===== src/rtl/otter_mem_pkg.sv =====
// Shared definitions for the OTTER data-port memory path: access sizes,
// the memory-mapped IO boundary and the alignment rule used by every requester.
package otter_mem_pkg;

  typedef enum logic [1:0] {
    BYTE = 2'd0,
    HALF = 2'd1,
    WORD = 2'd2
  } mem_size_t;

  typedef enum logic {
    PRIO_A = 1'b0,
    PRIO_B = 1'b1
  } prio_t;

  localparam logic [31:0] IO_BASE = 32'h11000000;

  // Size 3 is deliberately treated as aligned; the memory ignores it.
  function automatic logic misaligned(input logic [31:0] addr, input logic [1:0] size);
    misaligned = 1'b0;
    if (size == HALF) misaligned = addr[0];
    else if (size == WORD) misaligned = |addr[1:0];
  endfunction

endpackage


===== src/rtl/otter_rr_arb2.sv =====
// Two-way round-robin grant with a lock override that hands every tie to B.
module otter_rr_arb2
  import otter_mem_pkg::*;
(
  input  logic       req_a,
  input  logic       req_b,
  input  prio_t      prio,
  input  logic       lock_b,
  output logic [1:0] gnt
);

  always_comb begin
    gnt = 2'b00;
    if (req_a && req_b) gnt = (lock_b || prio == PRIO_B) ? 2'b10 : 2'b01;
    else if (req_a)     gnt = 2'b01;
    else if (req_b)     gnt = 2'b10;
  end

endmodule


===== src/rtl/otter_mem_arbiter.sv =====
// Arbitrates the CPU (A) and DMA/debug master (B) onto memory port 2 and
// returns exactly one response pulse per granted command, one cycle later.
module otter_mem_arbiter
  import otter_mem_pkg::*;
#(
  parameter int MAX_LOCK = 8,
  parameter int CNT_W    = 4
) (
  input  logic        MEM_CLK,
  input  logic        MEM_RST_N,
  input  logic        A_REQ,
  input  logic [31:0] A_ADDR,
  input  logic [31:0] A_DIN,
  input  logic        A_WE,
  input  logic [1:0]  A_SIZE,
  input  logic        A_SIGN,
  input  logic        B_REQ,
  input  logic [31:0] B_ADDR,
  input  logic [31:0] B_DIN,
  input  logic        B_WE,
  input  logic [1:0]  B_SIZE,
  input  logic        B_SIGN,
  input  logic        B_LOCK,
  output logic        A_GNT,
  output logic        A_RVALID,
  output logic [31:0] A_RDATA,
  output logic        A_RERR,
  output logic        B_GNT,
  output logic        B_RVALID,
  output logic [31:0] B_RDATA,
  output logic        B_RERR,
  output logic [31:0] MEM_ADDR2,
  output logic [31:0] MEM_DIN2,
  output logic        MEM_WRITE2,
  output logic        MEM_READ2,
  output logic [1:0]  MEM_SIZE,
  output logic        MEM_SIGN,
  input  logic [31:0] MEM_DOUT2
);

  prio_t            prio;
  logic             locked;
  logic [CNT_W-1:0] lock_cnt;
  logic             lock_b;
  logic             req_a;
  logic             req_b;
  logic [1:0]       gnt;

  logic [31:0] cmd_addr;
  logic [31:0] cmd_din;
  logic        cmd_we;
  logic [1:0]  cmd_size;
  logic        cmd_sign;
  logic        cmd_mis;

  logic        rsp_v;
  logic        rsp_owner;
  logic        rsp_rd;
  logic        rsp_err;
  logic [31:0] rd_data;

  // Requests are masked while in reset so no grant can leak out of it.
  assign req_a = A_REQ & MEM_RST_N;
  assign req_b = B_REQ & MEM_RST_N;

  // Dropping B_LOCK releases the lock in the same cycle; a full count yields one tie to A.
  assign lock_b = locked && B_LOCK && (lock_cnt < CNT_W'(MAX_LOCK));

  otter_rr_arb2 u_arb (
    .req_a  (req_a),
    .req_b  (req_b),
    .prio   (prio),
    .lock_b (lock_b),
    .gnt    (gnt)
  );

  assign A_GNT = gnt[0];
  assign B_GNT = gnt[1];

  always_comb begin
    cmd_addr = '0;
    cmd_din  = '0;
    cmd_we   = 1'b0;
    cmd_size = 2'd0;
    cmd_sign = 1'b0;
    if (gnt[1]) begin
      cmd_addr = B_ADDR;
      cmd_din  = B_DIN;
      cmd_we   = B_WE;
      cmd_size = B_SIZE;
      cmd_sign = B_SIGN;
    end else if (gnt[0]) begin
      cmd_addr = A_ADDR;
      cmd_din  = A_DIN;
      cmd_we   = A_WE;
      cmd_size = A_SIZE;
      cmd_sign = A_SIGN;
    end
    cmd_mis = misaligned(cmd_addr, cmd_size);
  end

  assign MEM_ADDR2  = cmd_addr;
  assign MEM_DIN2   = cmd_din;
  assign MEM_SIZE   = cmd_size;
  assign MEM_SIGN   = cmd_sign;
  assign MEM_READ2  = (|gnt) && !cmd_we && !cmd_mis;
  assign MEM_WRITE2 = (|gnt) && cmd_we && !cmd_mis;

  always_ff @(posedge MEM_CLK or negedge MEM_RST_N) begin
    if (!MEM_RST_N) begin
      prio     <= PRIO_A;
      locked   <= 1'b0;
      lock_cnt <= '0;
    end else begin
      if (gnt[0])      prio <= PRIO_B;
      else if (gnt[1]) prio <= PRIO_A;

      if (!B_LOCK || !B_REQ) begin
        locked   <= 1'b0;
        lock_cnt <= '0;
      end else if (gnt[1]) begin
        locked <= 1'b1;
        if (lock_cnt != CNT_W'(MAX_LOCK)) lock_cnt <= lock_cnt + CNT_W'(1);
      end else if (gnt[0]) begin
        lock_cnt <= '0;
      end
    end
  end

  always_ff @(posedge MEM_CLK or negedge MEM_RST_N) begin
    if (!MEM_RST_N) begin
      rsp_v     <= 1'b0;
      rsp_owner <= 1'b0;
      rsp_rd    <= 1'b0;
      rsp_err   <= 1'b0;
    end else begin
      rsp_v     <= |gnt;
      rsp_owner <= gnt[1];
      rsp_rd    <= !cmd_we;
      rsp_err   <= cmd_mis;
    end
  end

  assign rd_data  = (rsp_rd && !rsp_err) ? MEM_DOUT2 : '0;
  assign A_RVALID = rsp_v && !rsp_owner;
  assign B_RVALID = rsp_v && rsp_owner;
  assign A_RERR   = A_RVALID && rsp_err;
  assign B_RERR   = B_RVALID && rsp_err;
  assign A_RDATA  = A_RVALID ? rd_data : '0;
  assign B_RDATA  = B_RVALID ? rd_data : '0;

endmodule


===== config.mk =====
export PLATFORM = sky130hd
export DESIGN_NAME = otter_mem_arbiter
export DESIGN_NICKNAME = d
export VERILOG_FILES = /design/src/rtl/otter_mem_pkg.sv /design/src/rtl/otter_rr_arb2.sv /design/src/rtl/otter_mem_arbiter.sv
export SDC_FILE = /design/constraint.sdc
export NUM_CORES = 1
export LEC_CHECK = 0
export CORE_AREA = 2 2 122 124
export DETAILED_ROUTE_END_ITERATION = 6
export DIE_AREA = 0 0 124 126
export PLACE_DENSITY = 0.65
export SYNTH_ARGS = -nofsm -noshare
export SYNTH_HDL_FRONTEND = slang
export SYNTH_SLANG_ARGS = --single-unit

===== constraint.sdc =====
create_clock -name MEM_CLK -period 3 [get_ports MEM_CLK]
set_input_delay 0.6 -clock MEM_CLK [delete_from_list [all_inputs] [get_ports MEM_CLK]]
set_output_delay 0.6 -clock MEM_CLK [all_outputs]
set_load 0.1 [all_outputs]

======== After elaboration in Yosys (flattened, before gate mapping) ========
Cells that the tools add are included.
cells by class
  order comparisons ....................... 1
  equal/unequal tests ..................... 4
  muxes and demuxes ....................... 27
  add/subtract/negate cells ............... 1
  reductions and logical operators ........ 26
  bitwise gates (word level) .............. 2
operators by type and width
  kind                 count
  $mux 32              7
  $mux 4               4
  $logic_and 1x1->1    12
  $mux 2               6
  $mux 1               10
  $logic_not 1->1      6
  $add 4x1->4 const B  1
  $lt 4x4->1 const B   1
  $ne 4x4->1 const B   1
  $reduce_bool 2->1    2
  $reduce_or 2->1      2
  $ne 3x1->1 const B   1
  $reduce_bool 3->1    1
  $and 1x1->1          2
  $eq 2x1->1 const B   1
  $eq 2x2->1 const B   1
  $logic_or 1x1->1     2
  $reduce_and 2->1     1
storage, ports and cells
  output and inout bits ................... 139
  logic and storage cells ................. 68
  bits of input ports ..................... 173
  register bits ........................... 10

======== Longest topological paths before layout ========
Gate-level depths: netlist of the first run.
  depth in word-level cells ............... 12
  depth in mapped cells ................... 7

======== Cells and area by module ========
A second synthesis of the first run with hierarchy kept.
second synthesis, totals
  cells, all modules ...................... 222
  area, all modules ....................... 1,677.9 sq um
by module, submodules not included
  module             times used  cells each  seq. area each (sq um)  area an instance (sq um)
  otter_mem_arbiter  1           218         250.2                   1,655.3
  otter_rr_arb2      1           4           0.0                     22.5

======== Least setup slack after synthesis of the first run ========
OpenSTA, ideal clock, no wires.
  path kind ............................... input port to output port
  from .................................... input port B_REQ
  to ...................................... output port MEM_READ2
  path slack .............................. -873 ps
  data arrival time ....................... 3,273 ps
  stages .................................. 5
  cells stage by stage .................... buf_2 -> nand4b_1 -> and3_1 -> a2bb2oi_1 -> a2111oi_2
on the way
  word-level cells in the longest chain between the ends .. 10
  elaborated cells on any way between the ends .. 21
  those cells by class .................... eq/ne (2); mux (11); bitwise (1); reduce/logical (7)
RTL lines
  what                                                  RTL line                                  RTL
  start: declaration                                    otter_mem_arbiter.sv:17                   input logic B_REQ,
  $and 1x1->1 (*)                                       otter_mem_arbiter.sv:64                   assign req_b = B_REQ & MEM_RST_N;
  $mux 2 / $logic_and 1x1->1 (equally long branches)    otter_rr_arb2.sv:16, otter_rr_arb2.sv:14
  $mux 2, on equally long branches                      otter_rr_arb2.sv:15, otter_rr_arb2.sv:14
  $mux 2 (*)                                            otter_rr_arb2.sv:14                       if (req_a && req_b) gnt = (lock_b || prio == PRIO_B) ? 2'b10 : 2'b01;
  $mux 2 / $mux 32 (equally long branches)              otter_mem_arbiter.sv:86                   if (gnt[1]) begin
  $eq 2x2->1 / $reduce_or 2->1 (equally long branches)  otter_mem_pkg.sv:22                       else if (size == WORD) misaligned = |addr[1:0];
  $mux 1                                                otter_mem_pkg.sv:22
  $mux 1                                                otter_mem_pkg.sv:21                       if (size == HALF) misaligned = addr[0];
  $logic_not 1->1                                       otter_mem_arbiter.sv:106                  assign MEM_READ2 = (|gnt) && !cmd_we && !cmd_mis;
  $logic_and 1x1->1 (*)                                 otter_mem_arbiter.sv:106
  end: declaration                                      otter_mem_arbiter.sv:35                   output logic MEM_READ2,
Mark *: on every way between the ends. The rest lies on a longest branch, timed or not.

======== Final worst setup path of the first run ========
  from .................................... input port A_REQ
  to ...................................... output port MEM_ADDR2[10]
on the way
  word-level cells in the longest chain between the ends .. 5
  elaborated cells on any way between the ends .. 6
  those cells by class .................... mux (4); bitwise (1); reduce/logical (1)
RTL lines
  what                                                RTL line                                  RTL
  start: declaration                                  otter_mem_arbiter.sv:11                   input logic A_REQ,
  $and 1x1->1 (*)                                     otter_mem_arbiter.sv:63                   assign req_a = A_REQ & MEM_RST_N;
  $mux 2 / $logic_and 1x1->1 (equally long branches)  otter_rr_arb2.sv:15, otter_rr_arb2.sv:14
  $mux 2 (*)                                          otter_rr_arb2.sv:14
  $mux 32                                             otter_mem_arbiter.sv:92                   end else if (gnt[0]) begin
  $mux 32 (*)                                         otter_mem_arbiter.sv:86
  end: declaration                                    otter_mem_arbiter.sv:32                   output logic [31:0] MEM_ADDR2,
Marks and branches as above.

==> results.sh, run 1 <==
export IMPL_die_h_um=126
export IMPL_drive_above_1_share_pct=41.2
export IMPL_stdcell_area_mm2=0.00678
export IMPL_min_path_type="reg2reg"
export IMPL_crit_top_cell="buf_12"
export IMPL_synth_top_family_by_area="compound AO/OA/AOI/OAI gates"
export IMPL_cp_start_kind="input pin"
export IMPL_setup_ws_ns=-0.00402
export IMPL_irDropWorstVdd_mv=0.222
export IMPL_n_antenna_cell=0
export IMPL_path_class="in2out"
export IMPL_async_reset_ff_share_pct=100
export IMPL_initial_core_util_pct=12.5
export IMPL_cts_tree="built"
export IMPL_rsz0062_at_grt="yes"
export IMPL_rr_startpoint="lock_cnt[3]"
export IMPL_skew_ns=0.00242
export IMPL_cpMaxStageDelayCell="clkdlybuf4s50_1"
export IMPL_fmax_mhz=333
export IMPL_seq_area_frac_synth_pct=14.0
export IMPL_vias_per_cell=4.28
export IMPL_status="complete, but fails checks"
export IMPL_grt_pass1_vias=3195
export IMPL_maxCapViolCount=0
export IMPL_grt_usage_pct=14.5
export IMPL_areaGrowthSynthToFinish_pct=279
export IMPL_cts_buffers=3
export IMPL_routed_wl_um=12700
export IMPL_hold_ws_ns=0.533
export IMPL_synth_xor_area_share_pct=0
export IMPL_power_density_mw_per_mm2=324
export IMPL_cts_hold_buf=0
export IMPL_fillerInstances=1291
export IMPL_first_iter_violations=99
export IMPL_slew_headroom_pct=51.1
export IMPL_synth_most_common_cell="and2_1"
export IMPL_crit_required_ns=2.40
export IMPL_gp_congestion=0.780
export IMPL_tightest_slew_ns=0.726
export IMPL_clockBufferDepth=2
export IMPL_die_width_um=124
export IMPL_path_delay_family="buffers and inverters"
export IMPL_ys_top_cells_by_area="a22o_1 (31%), and2_1 (23%), dfrtp_1 (14%)"
export IMPL_max_stage_delay_ns=0.52
export IMPL_drc=0
export IMPL_worstHoldStart="locked"
export IMPL_hold_viol_final=0
export IMPL_ys_ff_latch=10
export IMPL_synthesis_instances=227
export IMPL_via_count=3076
export IMPL_setup_viol=1
export IMPL_yosysWarningCount=0
export IMPL_yosys_area_share_simple_pct=32.5
export IMPL_routedWlPerCell_um=17.7
export IMPL_h_tree_depth=1
export IMPL_port_buffers=311
export IMPL_synth_area_per_cell_um2=7.88
export IMPL_power_leakage_nw=2.78
export IMPL_top_level_ports=312
export IMPL_drv_slew=0
export IMPL_synth_area_mm2=0.00179
export IMPL_finalNetCount=710
export IMPL_startpoint="A_REQ"
export IMPL_synth_top_area_cell="a22o_1"
export IMPL_antenna_found_initial=0
export IMPL_placed_area_mm2=0.00657
export IMPL_clk_pin_slew_ns=0.04
export IMPL_synth_edf_count=0
export IMPL_crit_chain="clkdlybuf4s50_1 > a21boi_4 > nand2_2 > nor2_4 > buf_4 > buf_12 > a22o_1 > buf_12"
export IMPL_fin_crit_ns=3.00
export IMPL_final_period_utilization_pct=100
export IMPL_synth_compound_area_share_pct=43.9
export IMPL_grt_max_degree=66
export IMPL_arrival_ns=2.40
export IMPL_dieArea_mm2=0.0156
export IMPL_clock_latency_ns=0.24
export IMPL_synth_mux_area_share_pct=0
export IMPL_first_pass_iters=4
export IMPL_drtAntennaViolNets=0
export IMPL_core_mm2=0.0143
export IMPL_synthAdderAreaFrac_pct=1.40
export IMPL_synth_cell_types=40
export IMPL_finalSetupTns_ns=-0.00402
export IMPL_cp_end_kind="output port"
export IMPL_syn_num_nets=402
export IMPL_crit_fanout=33
export IMPL_crit_buf_inv=4
export IMPL_row_count=44
export IMPL_hpwl_um=10900
export IMPL_grt_pass1_wl_um=17600
export IMPL_synth_common_cells="and2_1 (67), a22o_1 (63), dfrtp_1 (10)"
export IMPL_violations="negative setup slack"
export IMPL_root_buffer="clkbuf_16"
export IMPL_cts_sinks=10
export IMPL_synth_top_area_share_pct=30.9
export IMPL_synth_main_ff_cell="dfrtp_1"
export IMPL_grt_ovfl_total=0
==> worst paths after layout <==
| path | slack [ns] | to | cells past startpoint |
|---|---|---|---|
| setup reg to reg | 1.21 | lock_cnt[3] | 5 |
| max in group asynchronous | 2.09 | prio | 2 |
| setup / recovery | -0.004 | MEM_ADDR2[10] | 8 |
| hold / removal | 0.53 | locked | 2 |
| hold reg to reg | 0.53 | locked | 2 |
| min in group asynchronous | 0.77 | rsp_err | 2 |
==> sequential cells by signal (all words and copies together) (netlist names) <==
name and cells:
lock_cnt 4, rsp_rd 1, locked 1, prio 1, rsp_v 1, rsp_owner 1
rsp_err 1
==> routing by layer <==
layer	vias to the layer above	part of all wire [%]	GRT usage [%]
met5	-	0	0
li1	1470	-	-
met1	1387	32	13.9
met4	0	1.1	2.12
met3	10	10	3.94
met2	209	57	30.3
==> layout make-up <==
type,instances,area (um2),area share (%)
repair buffers,325,4610,68.0
flip-flops and latches,10,250,3.69
multi-input cells,189,1580,23.2
well taps,184,230,3.39
inverters,6,22.5,0.332
clock buffers,4,88.8,1.31
==> stage by stage <==
step / setup slack [ns] / std cells / power, W / utilization (%)
finish: -0.00402 / 718 / 0.00220 / 47.4
global route: -0.0731 / 718 / 0.00227 / 47.4
CTS: 0.0160 / 714 / 0.00219 / 46.6
detailed placement: 0.00914 / 710 / 0.00192 / 45.9
global placement: 0.0772 / 710 / 0.00191 / 45.9
floorplan: -0.0607 / 227 / 0.00114 / -
==> logic make-up (layout without fill, tap and decap cells) <==
group | after synthesis | in the layout
DFF | 10 | 10
adders and majority gates | 2 | 2
and+or+nand+nor | 95 | 95
buffers and inverters | 28 | 335
AOI/OAI and AO/OA | 92 | 92
==> placed cells by master, fill, tap and decap left out, types with 2 or more instances in the layout <==
cell	count
nor2_1	2
nand2b_1	2
a21oi_1	2
dlymetal6s2s_1	2
nand4b_1	2
buf_12	137
nand2_1	4
nand3_1	2
a22o_4	5
a22oi_1	4
nor2_2	5
o21ai_0	3
clkdlybuf4s50_1	170
a22o_2	8
a2111oi_4	2
inv_1	5
clkbuf_16	4
dfrtp_1	10
and2_1	36
buf_4	14
and2_2	30
a22o_1	50
ha_1	2
and3b_1	2
==> what timing repair did <==
action                     CTS  global route
setup endpoints to repair    1            65
gates resized for setup      1            11
buffers inserted             0             2
gates cloned                 0             2
pin swaps                    0             5
==> worst min-delay path: cells and delay by family (launching register included) <==
kind | cells | cell delay (ns)
flops | 1 | 0.36
simple gates | 2 | 0.13
==> power breakdown <==
group / leakage [nW] / total [W] / internal, W / switching [W]
clock: 0.0442 / 0.000260 / 0.000200 / 0.0000596
combinational: 2.61 / 0.00179 / 0.000716 / 0.00107
sequential: 0.130 / 0.000149 / 0.000142 / 0.00000661
(Power assumes the default switching activity.)
==> run 2, diff against run 1 <==
==> constraint.sdc (replaced) <==
create_clock -name MEM_CLK -period 3.6 [get_ports MEM_CLK]
set_input_delay 0.72 -clock MEM_CLK [delete_from_list [all_inputs] [get_ports MEM_CLK]]
set_output_delay 0.72 -clock MEM_CLK [all_outputs]
set_load 0.1 [all_outputs]
==> results.sh, run 2 (same netlist as run 1, synthesis figures left out) <==
export IMPL_whs_path_depth=1
export IMPL_cts_sinks=10
export IMPL_dpl_worst_slack_ns=0.235
export IMPL_cp_start_kind="input pin"
export IMPL_initial_core_util_pct=12.5
export IMPL_tightest_slew_ns=0.808
export IMPL_crit_chain="clkdlybuf4s50_1 > and3b_4 > o21ai_0 > o22ai_1 > a2111oi_2 > buf_12"
export IMPL_row_count=44
export IMPL_die_width_um=124
export IMPL_final_period_utilization_pct=93.5
export IMPL_max_stage_delay_ns=0.51
export IMPL_p_seq_share_pct=7.2
export IMPL_p_clk_share_pct=12.7
export IMPL_n_antenna_cell=0
export IMPL_power_leakage_nw=2.46
export IMPL_hold_ws_ns=0.526
export IMPL_top_level_ports=312
export IMPL_fmax_mhz=297
export IMPL_die_h_um=126
export IMPL_hpwl_um=9670
export IMPL_switching_share_pct=53.7
export IMPL_fin_crit_ns=3.37
export IMPL_rr_startpoint="lock_cnt[3]"
export IMPL_status="complete, no violations"
export IMPL_cp_end_kind="output port"
export IMPL_h_tree_depth=1
export IMPL_layout_commonest_cell="clkdlybuf4s50_1"
export IMPL_crit_buf_inv=2
export IMPL_regMostFlops="lock_cnt"
export IMPL_vias_per_cell=4.24
export IMPL_startpoint="B_LOCK"
export IMPL_met3_usage_pct=3.22
export IMPL_port_buffers=311
export IMPL_setup_viol=0
export IMPL_areaGrowthSynthToFinish_pct=219
export IMPL_routedWlPerCell_um=15.9
export IMPL_maxCapViolCount=0
export IMPL_reg2reg_slack_ns=1.81
export IMPL_clock_latency_ns=0.23
export IMPL_cts_hold_buf=0
export IMPL_grt_pass1_wl_um=15900
export IMPL_busiest_layer="met2"
export IMPL_irDropWorstVdd_mv=0.170
export IMPL_multi_input_area_mm2=0.00140
export IMPL_p_comb_share_pct=80.0
export IMPL_finalSetupTns_ns=0
export IMPL_cpMaxStageDelayCell="a2111oi_2"
export IMPL_antenna_found_initial=0
export IMPL_hold_viol_final=0
export IMPL_switchingPower_w=0.000910
export IMPL_drv_slew=0
export IMPL_final_cell_mix="clkdlybuf4s50_1 (172), buf_12 (73), buf_4 (71), and2_1 (67), a22o_1 (63)"
export IMPL_dieArea_mm2=0.0156
export IMPL_seqCellArea_um2=250
export IMPL_stdcell_area_mm2=0.00571
export IMPL_crit_end="MEM_WRITE2"
export IMPL_power_density_mw_per_mm2=297
export IMPL_clk_pin_slew_ns=0.04
export IMPL_gr_usage_met2_pct=23.7
export IMPL_drive_above_1_share_pct=29.9
export IMPL_finalNetCount=701
export IMPL_first_pass_iters=4
export IMPL_root_buffer="clkbuf_16"
export IMPL_cts_tree="built"
export IMPL_setup_ws_ns=0.235
export IMPL_largest_reg_flops=4
export IMPL_grt_use_met1_pct=15.5
export IMPL_rsz0062_at_grt="no"
export IMPL_arrival_ns=2.65
export IMPL_clockBufferDepth=2
export IMPL_worst_r2r_cell_count=5
export IMPL_grt_usage_pct=13.0
export IMPL_cts_setup_buffers=0
export IMPL_via_count=3003
export IMPL_grt_pass1_vias=2901
export IMPL_core_mm2=0.0143
export IMPL_path_class="in2out"
export IMPL_grt_ovfl_total=0
export IMPL_crit_required_ns=2.88
export IMPL_first_iter_violations=102
export IMPL_finalPower_w=0.00170
export IMPL_path_delay_family="compound AO/OA/AOI/OAI gates"
export IMPL_cts_resized=0
export IMPL_drc=0
export IMPL_gp_congestion=0.955
export IMPL_grt_max_degree=73
export IMPL_cp_num_cells=6
export IMPL_fillerInstances=1398
export IMPL_routed_wl_um=11300
export IMPL_reg2reg_to="lock_cnt[3]"
export IMPL_skew_ns=0.00104
export IMPL_internal_power_w=0.000786
export IMPL_crit_fanout=5
export IMPL_min_path_type="reg2reg"
export IMPL_drtAntennaViolNets=0
export IMPL_slew_headroom_pct=46.2
export IMPL_cts_buffers=3
export IMPL_placed_area_mm2=0.00562
## run 2: power groups by stage
stage | registers (W) | clock network (W) | logic (W)
3_3_place_gp | 0.000124 | 0 | 0.00135
3_5_place_dp | 0.000124 | 0 | 0.00136
4_1_cts | 0.000123 | 0.000222 | 0.00136
2_1_floorplan | 0.000123 | 0 | 0.000808
6_report | 0.000123 | 0.000216 | 0.00136
5_1_grt | 0.000123 | 0.000228 | 0.00139
## run 2: routing by layer
layer	share of wire [%]	up-vias
li1	-	1455
met1	39	1393
met2	52	149
met3	8.1	6
met4	0.62	0
met5	0	-
## run 2: worst min path at each step
stage | from | endpoint
floorplan | MEM_RST_N | lock_cnt[0]
global placement | prio | prio
detailed placement | prio | prio
CTS | prio | prio
global route | prio | prio
finish | prio | prio
## run 2: metrics by stage
| step | instances | utilization [%] |
|---|---|---|
| floorplan | 227 | - |
| global placement | 705 | 39.3 |
| detailed placement | 705 | 39.3 |
| CTS | 709 | 39.9 |
| global route | 709 | 39.9 |
| finish | 709 | 39.9 |
## run 2: area by class of cell
type	instances	share of cell area, %
Sequential cell	10	4.38
Multi-Input combinational cell	189	24.5
Tap cell	184	4.03
Clock buffer	4	1.56
Timing Repair Buffer	316	65.1
Inverter	6	0.394
==> run 3, diff against run 2 <==
--- a/config.mk
+++ b/config.mk
@@ -5,10 +5,12 @@
 export SDC_FILE = /design/constraint.sdc
 export NUM_CORES = 1
 export LEC_CHECK = 0
-export CORE_AREA = 2 2 122 124
+export CELL_PAD_IN_SITES_DETAIL_PLACEMENT = 2
+export CELL_PAD_IN_SITES_GLOBAL_PLACEMENT = 2
+export CORE_MARGIN = 2
+export CORE_UTILIZATION = 10
 export DETAILED_ROUTE_END_ITERATION = 6
-export DIE_AREA = 0 0 124 126
-export PLACE_DENSITY = 0.65
+export PLACE_DENSITY = 0.95
 export SYNTH_ARGS = -nofsm -noshare
 export SYNTH_HDL_FRONTEND = slang
 export SYNTH_SLANG_ARGS = --single-unit
==> results.sh, run 3 (same netlist as run 1, synthesis figures left out) <==
export IMPL_switching_share_pct=54.3
export IMPL_routed_wl_um=14500
export IMPL_irDropWorstVdd_mv=0.141
export IMPL_grt_max_degree=66
export IMPL_tightest_slew_ns=0.952
export IMPL_rsz0062_at_grt="no"
export IMPL_final_cell_mix="clkdlybuf4s50_1 (172), buf_12 (73), buf_4 (71), and2_1 (67), a22o_1 (63)"
export IMPL_row_count=48
export IMPL_regMostFlops="lock_cnt"
export IMPL_hold_viol_final=0
export IMPL_crit_fanout=6
export IMPL_cts_sinks=10
export IMPL_final_period_utilization_pct=94.8
export IMPL_drtAntennaViolNets=0
export IMPL_path_class="in2out"
export IMPL_cts_setup_buffers=0
export IMPL_hpwl_um=12500
export IMPL_finalSetupTns_ns=0
export IMPL_internal_power_w=0.000787
export IMPL_die_width_um=138
export IMPL_core_mm2=0.0174
export IMPL_dp_cells=746
export IMPL_placed_area_mm2=0.00567
export IMPL_arrival_ns=2.69
export IMPL_cp_start_kind="input pin"
export IMPL_cts_buffers=3
export IMPL_setup_ws_ns=0.185
export IMPL_p_seq_share_pct=7.2
export IMPL_clk_pin_slew_ns=0.04
export IMPL_hold_ws_ns=0.519
export IMPL_p_comb_share_pct=80.0
export IMPL_fmax_mhz=293
export IMPL_first_iter_violations=42
export IMPL_top_level_ports=312
export IMPL_finalNetCount=701
export IMPL_dieArea_mm2=0.0190
export IMPL_power_density_mw_per_mm2=299
export IMPL_grt_ovfl_total=0
export IMPL_grt_pass1_wl_um=20100
export IMPL_cp_end_kind="output port"
export IMPL_fin_crit_ns=3.41
export IMPL_fin_cells=750
export IMPL_power_leakage_nw=2.46
export IMPL_first_pass_iters=4
export IMPL_antenna_found_initial=0
export IMPL_drive_above_1_share_pct=29.9
export IMPL_die_h_um=138
export IMPL_areaGrowthSynthToFinish_pct=222
export IMPL_cts_tree="built"
export IMPL_status="complete, no violations"
export IMPL_switchingPower_w=0.000934
export IMPL_clock_latency_ns=0.24
export IMPL_cts_hold_buf=0
export IMPL_min_path_type="reg2reg"
export IMPL_via_count=3079
export IMPL_grt_pass1_vias=3446
export IMPL_p_clk_share_pct=12.8
export IMPL_maxCapViolCount=0
export IMPL_largest_reg_flops=4
export IMPL_routedWlPerCell_um=19.3
export IMPL_grt_usage_pct=13.8
export IMPL_crit_required_ns=2.88
export IMPL_layout_commonest_cell="clkdlybuf4s50_1"
export IMPL_initial_core_util_pct=10.3
export IMPL_slew_headroom_pct=36.5
export IMPL_skew_ns=0.00377
export IMPL_drv_slew=0
export IMPL_port_buffers=311
export IMPL_drc=0
export IMPL_setup_viol=0
export IMPL_n_antenna_cell=0
export IMPL_dpl_worst_slack_ns=0.179
export IMPL_stdcell_area_mm2=0.00576
export IMPL_cts_resized=0
export IMPL_gp_congestion=0.755
export IMPL_root_buffer="clkbuf_16"
export IMPL_h_tree_depth=1
export IMPL_clockBufferDepth=2
export IMPL_fillerInstances=1879
export IMPL_vias_per_cell=4.11
-- run 3: cell counts in the layout (fill, tap and decap cells not counted) --
Identical to the previous run, type by type.
-- run 3: worst max-delay path, stage by stage --
cell	delay, ns
clkdlybuf4s50_1	0.58
nand4b_1	0.22
nand2_1	0.23
o22ai_1	0.20
a2111oi_2	0.51
buf_12	0.23
-- run 3: area by class of cell --
class | count | area [um2] | area share (%)
Multi-Input combinational cell | 189 | 1400 | 24.3
Inverter | 6 | 22.5 | 0.391
Tap cell | 225 | 282 | 4.89
Clock buffer | 4 | 88.8 | 1.54
Sequential cell | 10 | 250 | 4.34
Timing Repair Buffer | 316 | 3720 | 64.5
-- run 3: per-stage QoR --
step                utilization (%)  total power, W
detailed placement             32.6         0.00151
CTS                            33.1         0.00173
floorplan                         -        0.000931
finish                         33.1         0.00172
global placement               32.6         0.00148
global route                   33.1         0.00177
-- run 3: power by group through the flow --
stage | clock network, W | logic, W | registers, W
after floorplan | 0 | 0.000808 | 0.000123
after global placement | 0 | 0.00136 | 0.000124
after detailed placement | 0 | 0.00138 | 0.000125
after CTS | 0.000225 | 0.00139 | 0.000123
after global routing | 0.000229 | 0.00142 | 0.000124
final | 0.000221 | 0.00138 | 0.000123
-- run 3: layer usage --
layer	global-route usage, %	up-vias	wire length, um
li1	-	1450	-
met1	15.4	1482	5090
met2	26.4	127	8100
met3	3.24	20	970
met4	3.00	0	291
met5	0	-	0
-- run 3: final timing paths --
kind	from	end	slack, ns	cells after the start
setup / recovery	B_REQ	MEM_READ2	0.19	6
hold / removal	prio	prio	0.52	1
setup reg to reg	lock_cnt[3]	lock_cnt[3]	1.88	5
hold reg to reg	prio	prio	0.52	1
max in group asynchronous	MEM_RST_N	lock_cnt[3]	2.53	2
min in group asynchronous	MEM_RST_N	rsp_rd	0.91	2
